--- src/rtl/square_load_sequencer.sv ---
// square_load_sequencer
// Feeds the WIDTH partial-product rows of A*A into a serial-load bank,
// MSB-first, one bit per row per cycle. It then waits out the compressor
// latency, captures the compressor outputs, and hands the result to the
// consumer through a valid/ready handshake.
`timescale 1ns/1ps

// One row lane. This is the registered serial bit for row k.
// Row k is A when A[k]=1 and zero otherwise. On each step the lane emits
// A[k] & (current column bit of A).
module square_load_lane (
    input  logic clk,
    input  logic rst_n,
    input  logic upd,      // load next bit
    input  logic clr,      // force the bit low (end of load)
    input  logic row_bit,  // A[k]
    input  logic col_bit,  // A[WIDTH-1-c] for the bit being presented
    output logic bit_q
);
    // Registered so that the bank sees a glitch-free serial input
    always_ff @(posedge clk or negedge rst_n) begin
        if (!rst_n)   bit_q <= 1'b0;
        else if (clr) bit_q <= 1'b0;
        else if (upd) bit_q <= row_bit & col_bit;
    end
endmodule

module square_load_sequencer #(
    parameter int WIDTH    = 24,
    parameter int OUT_W    = 29,
    parameter int COMP_LAT = 0
) (
    input  logic             clk,
    input  logic             rst_n,
    input  logic             in_valid,
    output logic             in_ready,
    input  logic [WIDTH-1:0] in_a,
    output logic             sh_en,
    output logic [WIDTH-1:0] sh_bits,
    input  logic [OUT_W-1:0] cmp_dst,
    output logic             out_valid,
    input  logic             out_ready,
    output logic [OUT_W-1:0] out_data,
    output logic             busy
);
    localparam int CW = $clog2(WIDTH);
    localparam int SW = (COMP_LAT > 0) ? $clog2(COMP_LAT + 1) : 1;
    localparam logic [CW-1:0] C_LAST = CW'(WIDTH - 1);
    localparam logic [SW-1:0] S_LAST = SW'(COMP_LAT);

    typedef enum logic [1:0] {IDLE, LOAD, SETTLE, DONE} state_t;

    state_t           state;
    logic [WIDTH-1:0] a_q;     // operand, selects which rows are live
    logic [WIDTH-1:0] col_q;   // operand shifted left once per LOAD edge; MSB = current column
    logic [CW-1:0]    c;       // bit counter inside LOAD
    logic [SW-1:0]    s;       // settle counter

    logic             accept;
    logic             lane_upd;
    logic             lane_clr;
    logic [WIDTH-1:0] row_src;
    logic             col_bit;

    // Next serial bit. The accept edge computes column 0 straight from
    // in_a, because a_q is not loaded yet. Later edges compute the next
    // column from the shifted copy.
    always_comb begin
        accept   = (state == IDLE) && in_valid;
        lane_clr = (state == LOAD) && (c == C_LAST);
        lane_upd = accept || ((state == LOAD) && (c != C_LAST));
        row_src  = accept ? in_a : a_q;
        col_bit  = accept ? in_a[WIDTH-1] : col_q[WIDTH-2];
    end

    genvar gk;
    generate
        for (gk = 0; gk < WIDTH; gk++) begin : g_lane
            square_load_lane u_lane (
                .clk     (clk),
                .rst_n   (rst_n),
                .upd     (lane_upd),
                .clr     (lane_clr),
                .row_bit (row_src[gk]),
                .col_bit (col_bit),
                .bit_q   (sh_bits[gk])
            );
        end
    endgenerate

    // Sequencer FSM with registered handshake and control outputs
    always_ff @(posedge clk or negedge rst_n) begin
        if (!rst_n) begin
            state     <= IDLE;
            a_q       <= '0;
            col_q     <= '0;
            c         <= '0;
            s         <= '0;
            in_ready  <= 1'b1;
            sh_en     <= 1'b0;
            out_valid <= 1'b0;
            out_data  <= '0;
            busy      <= 1'b0;
        end else begin
            case (state)
                IDLE: begin
                    if (in_valid) begin
                        a_q      <= in_a;
                        col_q    <= in_a;
                        c        <= '0;
                        sh_en    <= 1'b1;
                        in_ready <= 1'b0;
                        busy     <= 1'b1;
                        state    <= LOAD;
                    end
                end
                LOAD: begin
                    col_q <= {col_q[WIDTH-2:0], 1'b0};
                    if (c == C_LAST) begin
                        // The last shift happens on this edge, so the bank is complete after it
                        sh_en <= 1'b0;
                        s     <= '0;
                        state <= SETTLE;
                    end else begin
                        c <= c + 1'b1;
                    end
                end
                SETTLE: begin
                    if (s == S_LAST) begin
                        out_data  <= cmp_dst;
                        out_valid <= 1'b1;
                        state     <= DONE;
                    end else begin
                        s <= s + 1'b1;
                    end
                end
                DONE: begin
                    // out_data intentionally keeps its value after the handoff
                    if (out_ready) begin
                        out_valid <= 1'b0;
                        in_ready  <= 1'b1;
                        busy      <= 1'b0;
                        state     <= IDLE;
                    end
                end
                default: state <= IDLE;
            endcase
        end
    end
endmodule

--- config.mk ---
export PLATFORM = sky130hd
export DESIGN_NAME = square_load_sequencer
export DESIGN_NICKNAME = d
export VERILOG_FILES = /design/src/rtl/square_load_sequencer.sv
export SDC_FILE = /design/constraint.sdc
export NUM_CORES = 1
export LEC_CHECK = 0
export CAP_MARGIN = 10
export CORE_ASPECT_RATIO = 1.75
export CORE_MARGIN = 1.5
export CORE_UTILIZATION = 46
export DETAILED_ROUTE_END_ITERATION = 7
export MAX_ROUTING_LAYER = met4
export PLACE_DENSITY_LB_ADDON = 0.1
export SETUP_SLACK_MARGIN = 0.1
export SYNTH_ARGS = -nofsm -noshare
export SYNTH_HDL_FRONTEND = slang
export SYNTH_SLANG_ARGS = --single-unit
--- constraint.sdc ---
create_clock -name clk -period 1.7 [get_ports clk]
set_input_delay 0.17 -clock clk [delete_from_list [all_inputs] [get_ports clk]]
set_output_delay 0.17 -clock clk [all_outputs]
set_load 0.02 [all_outputs]
## Yosys cells after proc, flatten, opt, wreduce, memory -nomap -nowiden

Cells that the tools add are included.
Widths: inputs -> output; s select.

| storage, ports and cells | value |
|---|---|
| word-level logic and storage cells | 162 |
| input bits | 57 |
| output and inout port bits | 57 |
| flip-flop bits (word level) | 112 |

| cells by class | value |
|---|---|
| reduce and logical (&&, ||, !) cells | 19 |
| equality and inequality tests | 10 |
| muxes and demuxes | 72 |
| $add $sub $neg | 2 |
| bitwise gates (word level) | 25 |

Operators by type and width:

| kind | count |
|---|---|
| $mux 1 | 56 |
| $pmux 23 s2 | 1 |
| $and 1x1->1 | 24 |
| $mux 24 | 1 |
| $mux 23 | 1 |
| $reduce_and 3->1 | 4 |
| $mux 5 | 2 |
| $pmux 1 s2 | 5 |
| $pmux 5 s2 | 1 |
| $reduce_bool 2->1 | 5 |
| $mux 2 | 4 |
| $ne 2x2->1 const B | 4 |
| $pmux 2 s4 | 1 |
| $reduce_and 2->1 | 4 |
| $add 5x1->5 const B | 1 |
| $eq 5x5->1 const B | 1 |
| $ne 5x5->1 const B | 1 |
| $eq 2x2->1 const B | 2 |
| $reduce_and 4->1 | 1 |
| $logic_and 1x1->1 | 3 |
| $eq 2x1->1 const B | 1 |
| $logic_not 2->1 | 1 |
| $ne 2x1->1 const B | 1 |
| $add 1x1->1 const B | 1 |
| 2 further kinds | 2 |

## Depth between registers and ports, before layout

Gate-level depths: netlist (run 1).

| logic depth | value |
|---|---|
| word-level depth | 6 |
| gate-level depth with buffers | 8 |
| depth with buffers taken out | 5 |

## Modules after synthesis

From an unflattened synthesis (run 1), not the netlist that was laid out.

| unflattened totals | value |
|---|---|
| cells, all modules | 388 |
| area total of the unflattened synthesis | 4,914.7 um^2 |

Modules (own cells, without submodules):

| module | sequential area each (um^2) | cells an instance | times used | area each (um^2) |
|---|---|---|---|---|
| square_load_sequencer | 2,178.3 | 292 | 1 | 3,833.7 |
| square_load_lane | 25.0 | 4 | 24 | 45.0 |

## Least setup slack after synthesis (run 1)

OpenSTA, ideal clock, no wires.

| timing | value |
|---|---|
| path type | register to register |
| start point | register state[0] |
| end point | register state[1] |
| data required time | 1.572 ns |
| period minus slack after synthesis | 1.701 ns |
| path buffers | 1 |
| slack | -0.001 ns |
| setup time | 0.128 ns |
| arrival | 1.574 ns |
| stages on the path, launching flop included | 7 |
| cells stage by stage | dfrtp_1 inv_1 ha_1 buf_4 and2b_4 a221oi_4 mux2_1 |

| on the way | value |
|---|---|
| cells in the longest elaborated chain, start to end | 3 |
| elaborated cells between the ends (all ways) | 10 |
| classes of those cells | eq/ne: 7; mux: 1; reduce/logical: 2 |

Ends and longest elaborated chain:

| element | RTL line | source |
|---|---|---|
| start, declared | 53 | `state_t state;` |
| start signal, assigned | 94 | `state <= IDLE;` |
| start signal, assigned | 114 | `state <= LOAD;` |
| start signal, assigned | 123 | `state <= SETTLE;` |
| $eq 2x2->1 (tied with other cells) | 105 | `case (state)` |
| $ne 2x2->1 (no line) / $ne 2x1->1 (equally long branches) | -- |  |
| $reduce_and 4->1 (no line) | -- |  |

Several ways; a longest one is shown, not always the timed one.
A chain may end at the register's enable or synchronous reset.

## Worst setup path after layout (run 1)

| timing | value |
|---|---|
| start point | register state[0] |
| end point | register c[2] |

| on the way | value |
|---|---|
| cells in the longest elaborated chain, start to end | 3 |
| elaborated cells between the ends (all ways) | 7 |
| classes of those cells | eq/ne: 3; mux: 1; reduce/logical: 3 |

Ends and longest elaborated chain:

| element | RTL line | source |
|---|---|---|
| $eq 2x1->1 / $logic_not 2->1 (equally long branches) | 105 |  |
| $ne 2x2->1 (no line) / $reduce_bool 2->1 (equally long branches) | -- |  |
| $reduce_and 3->1 (no line) | -- |  |
| end signal, assigned | 125 | `c <= c + 1'b1;` |
| end, declared | 56 | `logic [CW-1:0] c;` |

Several ways; a longest one is shown, not always the timed one.

==> PnR_summary.wiki, run 1 <==
{| class="wikitable"
! Metric !! Value
|-
| Net count of the finished layout || 607
|-
| Critical path fanouts, max || 8
|-
| Core Area || 10760 sq um
|-
| Clock slew at reported path FFs || 0.07 ns
|-
| Placed wire-length estimate || 7.776 mm
|-
| Clk network pwr share || 0.162
|-
| WL/cell || 16.64 um
|-
| Sequential share of power || 0.346
|-
| Clock skew || 0.007836 ns
|-
| Switching power summed over all nets || 0.004879 W
|-
| Area Growth Syn to Fin || 34.06%
|-
| Max-slew violation total from the final report || 0
|-
| Hold/Removal Path Class || in -> async
|-
| Share of the synthesized area in the top cell type || 0.5387
|-
| Filler cell count || 887
|-
| Total congestion overflow || 0
|-
| Number of nets still failing antenna checks after routing || 0
|-
| Worst Tran Pin Value || 0.3562 ns
|-
| Post-synthesis share of cell area spent on and, or, nand and nor gates || 0.08301
|-
| Path type of the worst setup path || reg -> reg
|-
| Antenna diode count || 0
|-
| Number of H-tree levels || 3
|-
| Post-Synthesis Cell Area || 5110 sq um
|-
| RSZ-0062 raised after global routing || yes
|-
| Initial standard-cell utilization of the core || 0.4749
|-
| GR Util All Layers || 0.2099
|-
| Multi-input logic area || 1996 sq um
|-
| Total number of vias || 3642
|-
| Via count of the first global-routing pass || 3854
|-
| Worst vdd ir || 0.001064 V
|-
| Initial antenna violation count || 0
|-
| Pin count of the biggest net entering global routing || 57
|-
| Area of the die || 11770 sq um
|-
| #FFs+latches synth || 111
|-
| Placement-stage cell area || 6349 sq um
|-
| Total length of routed wires || 11.30 mm
|-
| Worst Setup Start Kind || flop
|-
| Arr. time, crit path || 1.81 ns
|-
| Portion of total power attributed to combinational logic || 0.492
|-
| Top cells by area in the synthesized netlist || dfrtp_1, mux2i_1, mux2_2
|-
| Total of max-cap violations || 0
|-
| Status || complete, no violations
|-
| Worst setup timing slack at the placement stage || -0.05808 ns
|-
| Worst-case clock buffer depth || 2
|-
| Final worst slack || 0.1230 ns
|-
| Nets in the synthesized netlist || 502
|-
| Final setup violation count || 0
|-
| Chip Width || 82.67 um
|-
| First-pass iteration count of the detailed router || 4
|-
| Final worst path period share || 0.9276
|-
| Clock sink count || 111
|-
| Synthesized-area fraction occupied by ao, oa, aoi and oai cells || 0.1109
|-
| Xor-xnor portion of the synthesized cell area || 0
|-
| Internal Pwr Total || 0.008496 W
|-
| Port Buf Inserts || 113
|-
| Cell depth of the worst flop-to-flop path || 5
|-
| DRC violation total after the first TritonRoute iteration || 134
|-
| Seq. cell area || 2780 sq um
|-
| TritonCTS buffer count || 9
|-
| Number of distinct library cells after synthesis || 39
|-
| Mean Syn Cell Area || 11.64 sq um
|-
| Cell accounting for the most synthesized area || dfrtp_1
|-
| Clock tree from TritonCTS || done
|-
| I/O pin count || 114
|-
| Switching fraction of total power || 0.3648
|-
| Highest-count cells in the layout ignoring fill and taps || clkdlybuf4s50_1, dfrtp_1, mux2i_1, nand2_1
|-
| Peak clock frequency supported by timing || 634.1 MHz
|-
| Combinational family with the most area after synthesis || multiplexers
|-
| Multiplexer fraction of the synthesized cell area || 0.1604
|-
| Share of post-route cells with drive strength above 1 || 0.1949
|-
| Relative slew margins || 0.7618
|-
| Leading cell type in the layout, fill and taps excluded || clkdlybuf4s50_1
|-
| Gate count after technology mapping || 439
|-
| Clock Tree Root || clkbuf_16
|-
| DRC viols || 0
|-
| Static Leakage || 3.119 nW
|-
| Synthesis Warnings || 0
|-
| Sort of element at the end of the critical path || flop
|-
| Total non-filler cell area in the finished layout || 6850 sq um
|-
| Overall die height || 142.4 um
|-
| Seq/Total Area, Yosys || 0.5438
|-
| Critical path required time || 1.93 ns
|-
| Clock latency at the later pin of the worst-skew pair || 0.34 ns
|-
| Arithmetic-cell share of the synthesized area counting full adders, half adders and majority gates || 0.01469
|-
| Power per standard cell area || 1952 nW/um^2
|-
| Final period demand of the worst path || 1.577 ns
|-
| Wire length of the first global-routing pass || 18.48 mm
|-
| Total count of hold-check failures in the final report || 0
|-
| Vias per std cell || 5.364
|-
| Placement Rows || 50
|-
| Final weighted congestion in routability-driven placement || 0.7828
|}
-- worst max-delay path, cell delays in order, from the launching register on --
cell and delay [ns]:
dfrtp_1 0.41, inv_2 0.10, ha_4 0.22, mux2_4 0.33, and4b_1 0.17, a211o_1 0.23
-- kinds of logic after synthesis --
| logic type | after synthesis |
|---|---|
| flops | 111 |
| compound gates | 94 |
| buf+inv | 82 |
| mux | 78 |
| simple gates | 68 |
| fa+ha+maj | 6 |
-- what timing repair did --
| item | CTS | global route |
|---|---|---|
| hold buffers | 1 | 0 |
| resized for setup | 6 | 21 |
| endpoints found under the setup margin | 36 | 40 |
| pin swaps | 1 | 4 |
| hold endpoints to repair | 22 | 0 |
| setup buffers | 5 | 5 |
| cloned | 0 | 1 |
-- worst paths after layout --
path                                      start                                   to  slack [ns]
max in group asynchronous                 rst_n                 col_q[9]$_DFFE_PN0P_        0.81
hold reg to reg             a_q[21]$_DFFE_PN0P_                  a_q[21]$_DFFE_PN0P_        0.48
min in group clk                     cmp_dst[1]              out_data[1]$_DFFE_PN0P_        0.43
setup reg to reg           state[0]$_DFFE_PN0P_                     c[2]$_DFFE_PN0P_        0.12
hold / removal                            rst_n  g_lane[20].u_lane.bit_q$_DFFE_PN0P_        0.28
setup / recovery           state[0]$_DFFE_PN0P_                     c[2]$_DFFE_PN0P_        0.12
-- final cells by class --
cell class / instances / area share
clock buffer: 10 / 0.03489
timing repair buffer: 148 / 0.2188
sequential: 111 / 0.4058
clock inverter: 6 / 0.01005
inverter: 28 / 0.01534
tap: 130 / 0.02374
multi-input combinational: 246 / 0.2913
-- metrics by stage --
stage / setup TNS, ns / total power (W) / util / instances / hold WS, ns
floorplan: 0 / 0.008744 / - / 439 / -0.1256
finish: 0 / 0.01338 / 0.6366 / 679 / 0.2754
CTS: 0 / 0.01326 / 0.6257 / 673 / 0.2789
global placement: -0.03019 / 0.01074 / 0.5900 / 651 / 0.1015
global route: 0 / 0.01426 / 0.6366 / 679 / 0.3257
detailed placement: -0.3906 / 0.01091 / 0.5900 / 651 / 0.1096
-- per-layer routing --
metal  up-vias  routed length, um  global-route usage
met2        98               5801              0.3500
met4         0                184             0.07193
li1       1737                  -                   -
met5         -                  0                   -
met1      1792               4897              0.2541
met3        15                416             0.03269
-- cell usage after synthesis (all sizes together) --
| library cell | count |
|---|---|
| and2b | 1 |
| o21ba | 1 |
| dfstp | 1 |
| o211ai | 2 |
| ha | 6 |
| o311ai | 1 |
| inv | 28 |
| mux2i | 47 |
| a211o | 1 |
| a21oi | 29 |
| nor2b | 1 |
| nand2 | 31 |
| dfrtp | 110 |
| and3 | 2 |
| a41o | 2 |
| nand4b | 1 |
| nand2b | 1 |
| and4b | 1 |
| nand4 | 1 |
| a21o | 1 |
| a221oi | 1 |
| a21boi | 1 |
| a31oi | 1 |
| o22ai | 26 |
| nor2 | 3 |
| buf | 43 |
| or2b | 1 |
| mux2 | 31 |
| and4 | 23 |
| clkbuf | 11 |
| o21ai | 27 |
| nand3 | 2 |
| o2bb2ai | 1 |
-- sequential cells by signal, summed over array words and instances (netlist names) --
name,count
a_q,24
busy,1
c,5
col_q,23
g_lane.u_lane.bit_q,24
in_ready,1
out_data,29
out_valid,1
sh_en,1
state,2
-- power by group through the flow --
stage	clock network, W	logic [W]	registers, W
5_1_grt	0.00232	0.00715	0.00479
2_1_floorplan	0	0.00378	0.00497
3_3_place_gp	0	0.00613	0.00461
3_5_place_dp	0	0.00624	0.00467
6_report	0.00217	0.00658	0.00463
4_1_cts	0.00222	0.00641	0.00463
Power figures use the tool's default switching activity.
==> inputs of run 2 (changes only) <==
--- a/config.mk
+++ b/config.mk
@@ -6,7 +6,6 @@
 export NUM_CORES = 1
 export LEC_CHECK = 0
 export CAP_MARGIN = 10
-export CORE_ASPECT_RATIO = 1.75
 export CORE_MARGIN = 1.5
 export CORE_UTILIZATION = 46
 export DETAILED_ROUTE_END_ITERATION = 7
==> run 2 against run 1 <==
Maximum frequency down 0.78%. Core utilization down 0.75 points. Combinational power up 5.5%. Design area down 0.44%. Total power down 2.6%. Non-clock buffer count up 6. Setup slack worse by 0.012 ns. Hold slack worse by 0.026 ns. Sequential power about the same. Largest power group unchanged. Global-route usage down 0.58 points.
==> PnR_summary.wiki, run 2 (synthesized netlist as in run 1, its figures left out) <==
{| class="wikitable"
! Metric !! Value
|-
| Met2 wirelength from detailed routing || 5.430 mm (-6.4%)
|-
| Relative slew margins || 0.7353 (-0.02646)
|-
| Initial antenna violation count || 0 (unchanged)
|-
| Number of nets still failing antenna checks after routing || 0 (unchanged)
|-
| Worst-case clock buffer depth || 2 (unchanged)
|-
| Overall die height || 108.4 um (-24%)
|-
| Max-slew violation total from the final report || 0 (unchanged)
|-
| Core Area || 10840 sq um (+0.74%)
|-
| TritonCTS buffer count || 9 (unchanged)
|-
| Wire length on met1 || 4.985 mm (+1.8%)
|-
| Peak clock frequency supported by timing || 629.2 MHz (-0.78%)
|-
| Leading cell type in the layout, fill and taps excluded || dfrtp_1
|-
| Hold/Removal Path Class || in -> async
|-
| DRC violation total after the first TritonRoute iteration || 140 (+4.5%)
|-
| Total count of hold-check failures in the final report || 0 (unchanged)
|-
| Placed wire-length estimate || 7.554 mm (-2.9%)
|-
| Worst hold slack || 0.2491 ns (-0.02635 ns)
|-
| Worst vdd ir || 0.0009014 V (-15%)
|-
| Portion of total power attributed to combinational logic || 0.533 (+0.041)
|-
| Arr. time, crit path || 1.85 ns (+0.04 ns)
|-
| Clock latency at the later pin of the worst-skew pair || 0.37 ns (+0.03 ns)
|-
| Sort of element at the end of the critical path || flop
|-
| Clock slew at reported path FFs || 0.10 ns (+0.03 ns)
|-
| Switching power summed over all nets || 0.004836 W (-0.89%)
|-
| Total number of vias || 3669 (+0.74%)
|-
| Critical path required time || 1.96 ns (+0.03 ns)
|-
| Port Buf Inserts || 113 (unchanged)
|-
| Clk network pwr share || 0.114 (-0.048)
|-
| Critical path fanouts, max || 6 (-2)
|-
| Number of H-tree levels || 3 (unchanged)
|-
| Placement-stage cell area || 6434 sq um (+1.3%)
|-
| Worst Setup Start Kind || flop
|-
| Final worst path period share || 0.9349 (+0.007252)
|-
| Internal Pwr Total || 0.008188 W (-3.6%)
|-
| Chip Width || 108.4 um (+31%)
|-
| Wire length of the first global-routing pass || 18.05 mm (-2.3%)
|-
| Switching fraction of total power || 0.3713 (+0.006485)
|-
| Clock Tree Root || clkbuf_8
|-
| Placement Rows || 38 (-24%)
|-
| Biggest registers after layout || out_data x29, a_q x24, g_lane.u_lane.bit_q x24
|-
| Highest metal layer with signal wires || met4
|-
| Final setup violation count || 0 (unchanged)
|-
| First-pass iteration count of the detailed router || 4 (unchanged)
|-
| Final period demand of the worst path || 1.589 ns (+0.01233 ns)
|-
| Final standard cell utilization of the core || 0.6292 (-0.007473)
|-
| Vias per std cell || 5.279 (-1.6%)
|-
| Status || complete, no violations
|-
| Area Growth Syn to Fin || 33.47%
|-
| Antenna diode count || 0 (unchanged)
|-
| Clock tree from TritonCTS || done
|-
| Clock skew || 0.008653 ns (+0.0008175 ns)
|-
| Seq. cell area || 2779 sq um (about the same)
|-
| GR Util All Layers || 0.2041 (-0.005808)
|-
| Area of the die || 11750 sq um (-0.21%)
|-
| Static Leakage || 3.169 nW (+1.6%)
|-
| Initial standard-cell utilization of the core || 0.4714 (-0.003508)
|-
| Max FFs per register || 29 (unchanged)
|-
| I/O pin count || 114 (unchanged)
|-
| Worst Tran Pin Value || 0.3958 ns (+0.03956 ns)
|-
| Clock sink count || 111 (unchanged)
|-
| Reg with most FFs || out_data
|-
| Path type of the worst setup path || reg -> reg
|-
| Highest-count cells in the layout ignoring fill and taps || dfrtp_1, clkdlybuf4s50_1, mux2i_1, mux2_2, nand2_1
|-
| RSZ-0062 raised after global routing || yes
|-
| Total non-filler cell area in the finished layout || 6820 sq um (-0.44%)
|-
| Total of max-cap violations || 0 (unchanged)
|-
| WL/cell || 15.96 um (-4.1%)
|-
| Net count of the finished layout || 613 (+0.99%)
|-
| Multi-input logic area || 1959 sq um (-1.8%)
|-
| Via count of the first global-routing pass || 3776 (-2.0%)
|-
| Sequential share of power || 0.353 (+0.007)
|-
| Filler cell count || 918 (+3.5%)
|-
| Total congestion overflow || 0 (unchanged)
|-
| Met3 layer wire length in the routed design || 513 um (+23%)
|-
| DRC viols || 0 (unchanged)
|-
| Power per standard cell area || 1910 nW/um^2 (-2.2%)
|-
| Total length of routed wires || 11.09 mm (-1.9%)
|-
| Share of post-route cells with drive strength above 1 || 0.1964 (+0.001497)
|-
| Pin count of the biggest net entering global routing || 46 (-19%)
|-
| Final weighted congestion in routability-driven placement || 0.7440 (-5.0%)
|}
[run 2: changes by cell type in the layout (fill, tap and decap cells not counted), sizes merged]
cell / previous run / this run
buf: 35 / 40
bufinv: 1 / 0
clkbuf: 10 / 12
clkdlybuf4s50: 111 / 107
dlygate4sd2: 1 / 4
dlymetal6s2s: 0 / 1
[run 2: routing by layer]
| metal | up-vias | track usage |
|---|---|---|
| met3 | 11 | 0.03617 |
| met4 | 0 | 0.07707 |
| li1 | 1753 | - |
| met5 | - | - |
| met2 | 90 | 0.3282 |
| met1 | 1815 | 0.2584 |
[run 2: worst max-delay path: stages, from the launching register on]
cell and delay, ns:
dfrtp_1 0.40, inv_2 0.10, ha_4 0.19, mux2_2 0.39, and4b_1 0.19, a211o_1 0.22
[run 2: layout make-up]
class                   count  area share
well taps                 140     0.02568
inverters                  28     0.01541
clock buffers              11     0.02220
repair buffers            154      0.2374
multi-input cells         246      0.2873
flip-flops and latches    111      0.4074
clock inverters             5    0.004586
[run 2: timing repair]
item                                    4_1_cts  5_1_grt
buffers inserted                              3       10
gates resized for setup                       5       23
gates cloned                                  0        1
hold buffers                                  1        0
endpoints found under the setup margin       44       47
pin swaps                                     0        6
hold endpoints to repair                     22        0
[run 2: power by group through the flow]
stage	Sequential (W)	Clock [W]	Combinational (W)
floorplan	0.00497	0	0.00378
global placement	0.00459	0	0.00633
detailed placement	0.00465	0	0.00649
CTS	0.00460	0.00156	0.00654
global route	0.00474	0.00165	0.00752
finish	0.00460	0.00149	0.00694
[run 2: final timing paths]
path                                            from                             endpoint  slack, ns  depth (start not counted)
max in group asynchronous                      rst_n              out_data[8]$_DFFE_PN0P_       0.88                          3
worst min register to register   a_q[15]$_DFFE_PN0P_                  a_q[15]$_DFFE_PN0P_       0.49                          2
min in group clk                         cmp_dst[11]             out_data[11]$_DFFE_PN0P_       0.40                          2
worst max register to register  state[1]$_DFFE_PN0P_                     c[2]$_DFFE_PN0P_       0.11                          5
worst max-delay path            state[1]$_DFFE_PN0P_                     c[2]$_DFFE_PN0P_       0.11                          5
worst min-delay path                           rst_n  g_lane[14].u_lane.bit_q$_DFFE_PN0P_       0.25                          2
[run 2: per-stage QoR]
step / cells / TNS, ns / power [W] / worst slack [ns]
2_1_floorplan: 439 / 0 / 0.008744 / 0.1001
3_3_place_gp: 664 / -1.184 / 0.01092 / -0.09059
3_5_place_dp: 664 / -2.223 / 0.01114 / -0.1123
4_1_cts: 684 / 0 / 0.01270 / 0.03750
5_1_grt: 695 / 0 / 0.01391 / 0.02646
6_report: 695 / 0 / 0.01302 / 0.1107
